`src/rtl/ct_loader_pkg.sv`:
```
// ct_loader shared types and constants.
// FSM state encoding and seven-segment display codes.
package ct_loader_pkg;

    typedef enum logic [2:0] {
        S_IDLE,
        S_LOAD,
        S_WAIT_IDLE,
        S_START,
        S_WAIT_BUSY,
        S_WAIT_DONE,
        S_CAPTURE,
        S_REPORT
    } state_t;

    localparam logic [6:0] SEG_BLANK = 7'h7F;
    localparam logic [6:0] SEG_DASH  = 7'b0111111;

    localparam logic [23:0] KEY_NONE = 24'hFFFFFF;

endpackage

```
`src/rtl/hex_seg7.sv`:
```
// Nibble to active-low seven-segment glyph.
// Bit order {g,f,e,d,c,b,a}; glyphs 0-9, A, b, C, d, E, F.
module hex_seg7 (
    input  logic [3:0] nib,
    output logic [6:0] seg
);

    // Glyph lookup
    always_comb begin
        seg = 7'h7F;
        unique case (nib)
            4'h0: seg = 7'h40;
            4'h1: seg = 7'h79;
            4'h2: seg = 7'h24;
            4'h3: seg = 7'h30;
            4'h4: seg = 7'h19;
            4'h5: seg = 7'h12;
            4'h6: seg = 7'h02;
            4'h7: seg = 7'h78;
            4'h8: seg = 7'h00;
            4'h9: seg = 7'h10;
            4'hA: seg = 7'h08;
            4'hB: seg = 7'h03;
            4'hC: seg = 7'h46;
            4'hD: seg = 7'h21;
            4'hE: seg = 7'h06;
            4'hF: seg = 7'h0E;
            default: seg = 7'h7F;
        endcase
    end

endmodule

```
`src/rtl/ct_loader.sv`:
```
// Length-prefixed CT stream loader and doublecrack front end.
// Fills CT memory, runs one crack, shows the key on six digits.
module ct_loader #(
    parameter int START_TIMEOUT = 16
) (
    input  logic        clk,
    input  logic        rst_n,
    input  logic        s_valid,
    output logic        s_ready,
    input  logic [7:0]  s_data,
    output logic [7:0]  ct_addr,
    output logic [7:0]  ct_wrdata,
    output logic        ct_wren,
    output logic        crack_en,
    input  logic        crack_rdy,
    input  logic [23:0] crack_key,
    input  logic        crack_key_valid,
    output logic [23:0] key_out,
    output logic        key_found,
    output logic        done,
    output logic        err,
    output logic [6:0]  hex0,
    output logic [6:0]  hex1,
    output logic [6:0]  hex2,
    output logic [6:0]  hex3,
    output logic [6:0]  hex4,
    output logic [6:0]  hex5
);

    import ct_loader_pkg::*;

    localparam int TW = $clog2(START_TIMEOUT + 1);
    localparam logic [TW-1:0] TMO_LAST = TW'(START_TIMEOUT - 1);

    state_t        state;
    logic [8:0]    cnt;
    logic [7:0]    len;
    logic [TW-1:0] tmo;
    logic          hs;
    logic [6:0]    glyph [6];
    logic [6:0]    hex_q [6];

    assign hs = s_valid && s_ready;

    for (genvar i = 0; i < 6; i++) begin : g_dig
        hex_seg7 u_seg (
            .nib (key_out[4*i +: 4]),
            .seg (glyph[i])
        );
    end

    // Control FSM, registered CT write port and result capture
    always_ff @(posedge clk or negedge rst_n) begin
        if (!rst_n) begin
            state     <= S_IDLE;
            s_ready   <= 1'b0;
            ct_wren   <= 1'b0;
            ct_addr   <= 8'd0;
            ct_wrdata <= 8'd0;
            crack_en  <= 1'b0;
            cnt       <= 9'd0;
            len       <= 8'd0;
            tmo       <= '0;
            key_out   <= KEY_NONE;
            key_found <= 1'b0;
            done      <= 1'b0;
            err       <= 1'b0;
        end else begin
            ct_wren  <= hs;
            crack_en <= 1'b0;
            if (hs) begin
                ct_addr   <= (state == S_IDLE) ? 8'd0 : cnt[7:0];
                ct_wrdata <= s_data;
            end
            unique case (state)
                S_IDLE: begin
                    s_ready <= 1'b1;
                    if (hs) begin
                        len       <= s_data;
                        cnt       <= 9'd1;
                        done      <= 1'b0;
                        err       <= 1'b0;
                        key_found <= 1'b0;
                        key_out   <= KEY_NONE;
                        if (s_data == 8'd0) begin
                            s_ready <= 1'b0;
                            state   <= S_REPORT;
                        end else begin
                            state <= S_LOAD;
                        end
                    end
                end
                S_LOAD: begin
                    if (hs) begin
                        cnt <= cnt + 9'd1;
                        if (cnt == {1'b0, len}) begin
                            s_ready <= 1'b0;
                            state   <= S_WAIT_IDLE;
                        end
                    end
                end
                S_WAIT_IDLE: begin
                    if (crack_rdy && !ct_wren) begin
                        crack_en <= 1'b1;
                        state    <= S_START;
                    end
                end
                S_START: begin
                    tmo   <= '0;
                    state <= S_WAIT_BUSY;
                end
                S_WAIT_BUSY: begin
                    if (!crack_rdy) begin
                        state <= S_WAIT_DONE;
                    end else if (tmo == TMO_LAST) begin
                        err       <= 1'b1;
                        key_found <= 1'b0;
                        state     <= S_REPORT;
                    end else begin
                        tmo <= tmo + 1'b1;
                    end
                end
                S_WAIT_DONE: begin
                    if (crack_rdy) begin
                        state <= S_CAPTURE;
                    end
                end
                S_CAPTURE: begin
                    key_out   <= crack_key_valid ? crack_key : KEY_NONE;
                    key_found <= crack_key_valid;
                    state     <= S_REPORT;
                end
                S_REPORT: begin
                    done    <= 1'b1;
                    s_ready <= 1'b1;
                    state   <= S_IDLE;
                end
                default: begin
                    state <= S_IDLE;
                end
            endcase
        end
    end

    // Display register: blank, key glyphs or dashes
    always_ff @(posedge clk or negedge rst_n) begin
        if (!rst_n) begin
            for (int i = 0; i < 6; i++) begin
                hex_q[i] <= SEG_BLANK;
            end
        end else begin
            for (int i = 0; i < 6; i++) begin
                if (!done) begin
                    hex_q[i] <= SEG_BLANK;
                end else if (key_found) begin
                    hex_q[i] <= glyph[i];
                end else begin
                    hex_q[i] <= SEG_DASH;
                end
            end
        end
    end

    assign hex0 = hex_q[0];
    assign hex1 = hex_q[1];
    assign hex2 = hex_q[2];
    assign hex3 = hex_q[3];
    assign hex4 = hex_q[4];
    assign hex5 = hex_q[5];

endmodule

```
`config.mk`:
```
export PLATFORM = sky130hd
export DESIGN_NAME = ct_loader
export DESIGN_NICKNAME = d
export VERILOG_FILES = /design/src/rtl/ct_loader_pkg.sv /design/src/rtl/hex_seg7.sv /design/src/rtl/ct_loader.sv
export SDC_FILE = /design/constraint.sdc
export NUM_CORES = 1
export LEC_CHECK = 0
export CORE_AREA = 5 5 119 121
export CTS_CLUSTER_DIAMETER = 200
export DETAILED_ROUTE_END_ITERATION = 6
export DIE_AREA = 0 0 124 126
export GPL_TIMING_DRIVEN = 0
export PLACE_DENSITY = 0.86
export SETUP_SLACK_MARGIN = 0.02
export SYNTH_ARGS = -nofsm -noshare
export SYNTH_HDL_FRONTEND = slang
export SYNTH_SLANG_ARGS = --single-unit
```
`constraint.sdc`:
```
create_clock -name clk -period 1.9 [get_ports clk]
set_input_delay 0.38 -clock clk [delete_from_list [all_inputs] [get_ports clk]]
set_output_delay 0.38 -clock clk [all_outputs]
set_load 0.02 [all_outputs]
```
* After elaboration in Yosys (flattened, before gate mapping)
Memory sizes are Yosys's and may differ from the RTL's.
Index checks and enable logic that the tools add are counted.
** Storage, ports and cells
- ROM bits :: 672
- Output and inout port bits :: 88
- Memories :: 6
- Bits of input ports :: 37
- Register bits :: 113
** Memories
- (name not given) :: words 16, width 7, read ports 1, clocked after Yosys merged registers in 0, wr ports 0, RTL line hex_seg7.sv:11 : unique case (nib)
- (name not given) :: words 16, width 7, read ports 1, clocked after Yosys merged registers in 0, wr ports 0, RTL line hex_seg7.sv:11
- (name not given) :: words 16, width 7, read ports 1, clocked after Yosys merged registers in 0, wr ports 0, RTL line hex_seg7.sv:11
- (name not given) :: words 16, width 7, read ports 1, clocked after Yosys merged registers in 0, wr ports 0, RTL line hex_seg7.sv:11
- (name not given) :: words 16, width 7, read ports 1, clocked after Yosys merged registers in 0, wr ports 0, RTL line hex_seg7.sv:11
- (name not given) :: words 16, width 7, read ports 1, clocked after Yosys merged registers in 0, wr ports 0, RTL line hex_seg7.sv:11
** Operators by class
- Equality and inequality tests :: 18
- Muxes and demuxes :: 46
- Add/subtract/negate cells :: 2
- Reductions and logical operators :: 21
** Operator list (count)
- $mux W7 :: 12
- $mux W24 :: 2
- $pmux W24 S2 :: 1
- $mux W3 :: 8
- $pmux W3 S8 :: 1
- $mux W9 :: 2
- $pmux W9 S2 :: 1
- $ne A2 B2 Y1 const B :: 8
- $eq A3 B3 Y1 const B :: 4
- $mux W1 :: 11
- $mux W5 :: 2
- $pmux W5 S2 :: 1
- $reduce_bool A2 Y1 :: 5
- $add A9 B1 Y9 const B :: 1
- $eq A9 B8 Y1 :: 1
- $reduce_and A3 Y1 :: 3
- $logic_not A8 Y1 :: 1
- $mux W8 :: 1
- $reduce_and A4 Y1 :: 2
- $eq A3 B2 Y1 const B :: 2
- $pmux W1 S3 :: 2
- $reduce_and A2 Y1 :: 3
- $reduce_and A6 Y1 :: 1
- $reduce_bool A3 Y1 :: 2
- other kinds (8) :: 10

* Depth between registers and ports, before layout
- Word-level depth :: 4
- Gate-level depth with buffers :: 8
- Gate-level depth less buffers :: 8

* Modules after synthesis
From an unflattened synthesis, not the netlist that was laid out.
** Unflattened totals
- Cells, all modules :: 591
- Area, all modules :: 6145.9 sq um
** By module, submodules not included
- ct_loader :: instances 1, cells each 399, area an instance 4494.3 sq um, sequential area each 2910.3 sq um
- hex_seg7 :: instances 6, cells each 32, area an instance 275.3 sq um, sequential area each 0.0 sq um

* Worst setup path after synthesis
No wires, ideal clock.
- Kind :: register to register
- Start :: register tmo[0]
- End :: register tmo[3]
- Path slack :: 0.058 ns
- Library setup time :: 0.077 ns
- Path buffers :: 0
- Stages on the path, launching flop included :: 8
- Data arrival time :: 1.765 ns
- Data required time :: 1.823 ns
- Cells stage by stage :: dfrtp_1 ha_1 and3_1 ha_1 nor3b_2 nand3_2 or3_1 a21oi_1
** On the way
- Word-level cells in the longest chain between the ends :: 4
- Elaborated cells on any way between the ends :: 7
** RTL lines
- start, declared :: RTL line ct_loader.sv:38 : logic [TW-1:0] tmo;
- start signal, assigned :: RTL line ct_loader.sv:120 : tmo <= tmo + 1'b1;
- $add A5 B1 Y5 :: RTL line ct_loader.sv:120
- $mux W5 :: RTL line ct_loader.sv:115 : end else if (tmo == TMO_LAST) begin
- $mux W5 :: RTL line ct_loader.sv:113 : if (!crack_rdy) begin
- $pmux W5 S2 :: RTL line ct_loader.sv:75 : unique case (state)
Several ways; a longest one is shown, not always the timed one. The select of a mux whose other input is x is not followed.
A chain may end at the register's enable or synchronous reset.

* Worst setup path in the final report
- Start :: register ct_wren
- End :: output ct_wren
** RTL lines
- start, declared :: RTL line ct_loader.sv:13 : output logic ct_wren,
- start signal, assigned :: RTL line ct_loader.sv:69 : ct_wren <= hs;
No word-level cell between the ends.

==> metrics.csv <==
metric,value,unit
switching_share,40.5,%
p_clk_share,21.8,%
fin_crit_sh,95.6,%
dpl_cell_area,0.00727,mm²
slowest_delay,620,ps
dieWidth,124,µm
antenna_found_initial,0,
drtPass1Iterations,5,
final_hold_viol_count,0,
place_worst_setup_slack,-242,ps
io_pins,125,
wl_per_cell,16.9,µm
synth_seq_cells,113,
p_comb_share,45.2,%
drt-total-wl,15600,µm
drv_cap,0,
period_needed,1820,ps
post-dp-hpwl,10800,µm
setup_slack,83.1,ps
cts_buffers,17,
netSwitchingPower,5.47,mW
avgSynthCellArea,9.93,µm²
final_area,0.00782,mm²
core,0.0130,mm²
synth_edf_count,0,
yosysTopAreaCell,dfstp_2,
synth_top_area_share,30.0,%
track_usage,20.8,%
synth-seq-area-share,50.3,%
start_util,44.5,%
ir_drop,0.737,mV
ys.flop_type,dfstp_2,
drc,0,
cp_top_family,buffers and inverters,
final_util,60.2,%
fin_worst_skew,7.16,ps
grt_max_degree,63,
placementRows,42,
critPathKind,reg -> out,
min_path_type,in -> async,
grt_pass1_vias,4877,
cp_num_buf_inv,1,
critPathCaptureType,output pin,
yosysUniqueCellTypes,46,
layout_commonest_cell,nand2_1,
place.gp.congestion,0.896,
max_freq,550,MHz
yosysWarnings,0,
cp.required,1520,ps
dr_total_vias,4957,
seqCellArea,0.00291,mm²
pwr-share-seq,33.0,%
slowest_stage,clkdlybuf4s50_1,
arrival,1440,ps
status,finished clean,
syn_inst,582,
syn-num-nets,658,
nets,806,
grt_pass1_wl,25300,µm
fin_cells,919,
cts_root_buffer,clkbuf_16,
critPathLaunchType,flip-flop,
p_int,8.03,mW
die_y,126,µm
slew_violations,0,
async_flop_share,100,%
drtIter0Drc,400,
setup_viol_count_final,0,
io_buffer_count,124,
relSlewSlack,53.5,%
grt-ovfl-total,0,
tritoncts,yes,
worst_pin_slew,697,ps
clk_pin_slew,50,ps
cp_cell_sequence,clkdlybuf4s50_1,
antenna_cells,0,
cts_hold_buf,0,
antenna_left,0,
drive_gt1_share,17.5,%
powerDensity,1730,mW/mm²
ctsHtreeMaxLevel,4,
netlist_area,0.00578,mm²
p_leak,3.42,nW
design.die.area,0.0156,mm²
fill_cells,1091,
crit_fanout,3,
final_cell_mix,"94 x nand2_1, 68 x dlygate4sd2_1, 66 x dfstp_2",
synth_area_leaders,"dfstp_2 30%, dfrtp_1 20%, ha_1 8.4%",
clkLatencyLatePin,410,ps
syn_to_final_growth,35.3,%
clockBufferDepth,2,
clkSinkCount,113,
viasPerCell,5.39,
multiInputGateArea,0.00267,mm²
dp_cells,883,
rsz0062_at_grt,yes,
[synth_stat cells, types with 2 or more instances]
cell type	n
inv_1	25
nor4_1	3
o21ai_0	33
dfrtp_1	47
dfstp_2	66
and2_1	7
xnor2_1	9
nand2b_1	11
buf_2	11
o22a_1	24
nand3_1	22
nor3_1	11
nor2_1	40
nor2b_1	9
a31oi_1	9
a221o_1	6
mux2i_1	7
mux2_2	2
or3_1	3
ha_1	39
clkbuf_1	23
a21boi_0	7
o211ai_1	14
nand4_1	5
xor2_1	3
a21oi_1	18
a22o_1	2
o311ai_0	15
nand2_1	94
[path summary, 6_finish.rpt]
check	start	endpoint	slack [ps]	cells after the start
max	ct_wren	ct_wren	80	1
min	rst_n	hex4[1]	370	1
max reg2reg	tmo[1]	state[1]	90	8
min reg2reg	ct_addr[7]	ct_addr[7]	460	2
max in group asynchronous	rst_n	hex5[5]	1130	2
min in group clk	ct_addr[7]	ct_addr[7]	460	2
[layer usage]
metal | global-route usage [%] | routed length, µm | share of wire, %
met5 | 0 | 0 | 0
met3 | 4.35 | 739 | 4.7
met2 | 33.9 | 8010 | 51
met4 | 8.25 | 349 | 2.2
met1 | 27.0 | 6480 | 42
[through the flow]
stage / total power [mW] / TNS [ps] / hold slack (ps)
2_1_floorplan: 8.26 / 0 / 84.4
3_3_place_gp: 10.7 / -340170 / 452
3_5_place_dp: 10.9 / -9720 / 455
4_1_cts: 13.5 / 0 / 386
5_1_grt: 14.4 / 0 / 458
6_report: 13.5 / 0 / 371
[kinds of logic after synthesis]
logic type                 count (synthesis)  synth area share, %
muxes                                      9                 1.60
xor gates and xnor gates                  12                 1.82
DFF                                      113                 50.3
adders and majority gates                 39                 8.44
buffers and inverters                     61                 4.26
AOI/OAI and AO/OA                        134                 16.2
and+or+nand+nor                          214                 17.3
[layout make-up]
| class | instances | share of cell area, % |
|---|---|---|
| multi-input combinational | 408 | 34.2 |
| timing repair buffer | 129 | 15.5 |
| sequential | 113 | 37.2 |
| buffer | 35 | 1.95 |
| clock inverter | 6 | 0.704 |
| inverter | 26 | 1.25 |
| clock buffer | 26 | 6.39 |
| tap | 176 | 2.82 |
[sequential cells by signal, indices dropped and copies added, names as in the netlist, 8 cells and up]
register and flops:
key_out 24, cnt 9, ct_addr 8, ct_wrdata 8, len 8
[power by group through the flow]
stage                     combinational (mW)  clock [mW]  sequential, mW
after floorplan                         2.97           0            5.29
after global placement                  6.21           0            4.48
after detailed placement                6.35           0            4.51
after CTS                               6.02        3.00            4.46
after global routing                    6.68        3.11            4.60
final                                   6.09        2.94            4.46
[what timing repair did]
item                       CTS  global route
setup buffers                3             1
gates resized for setup     71            12
pin swaps                    3             4
setup endpoints to repair   97            22
No activity file was read; power rests on OpenSTA's default activity.
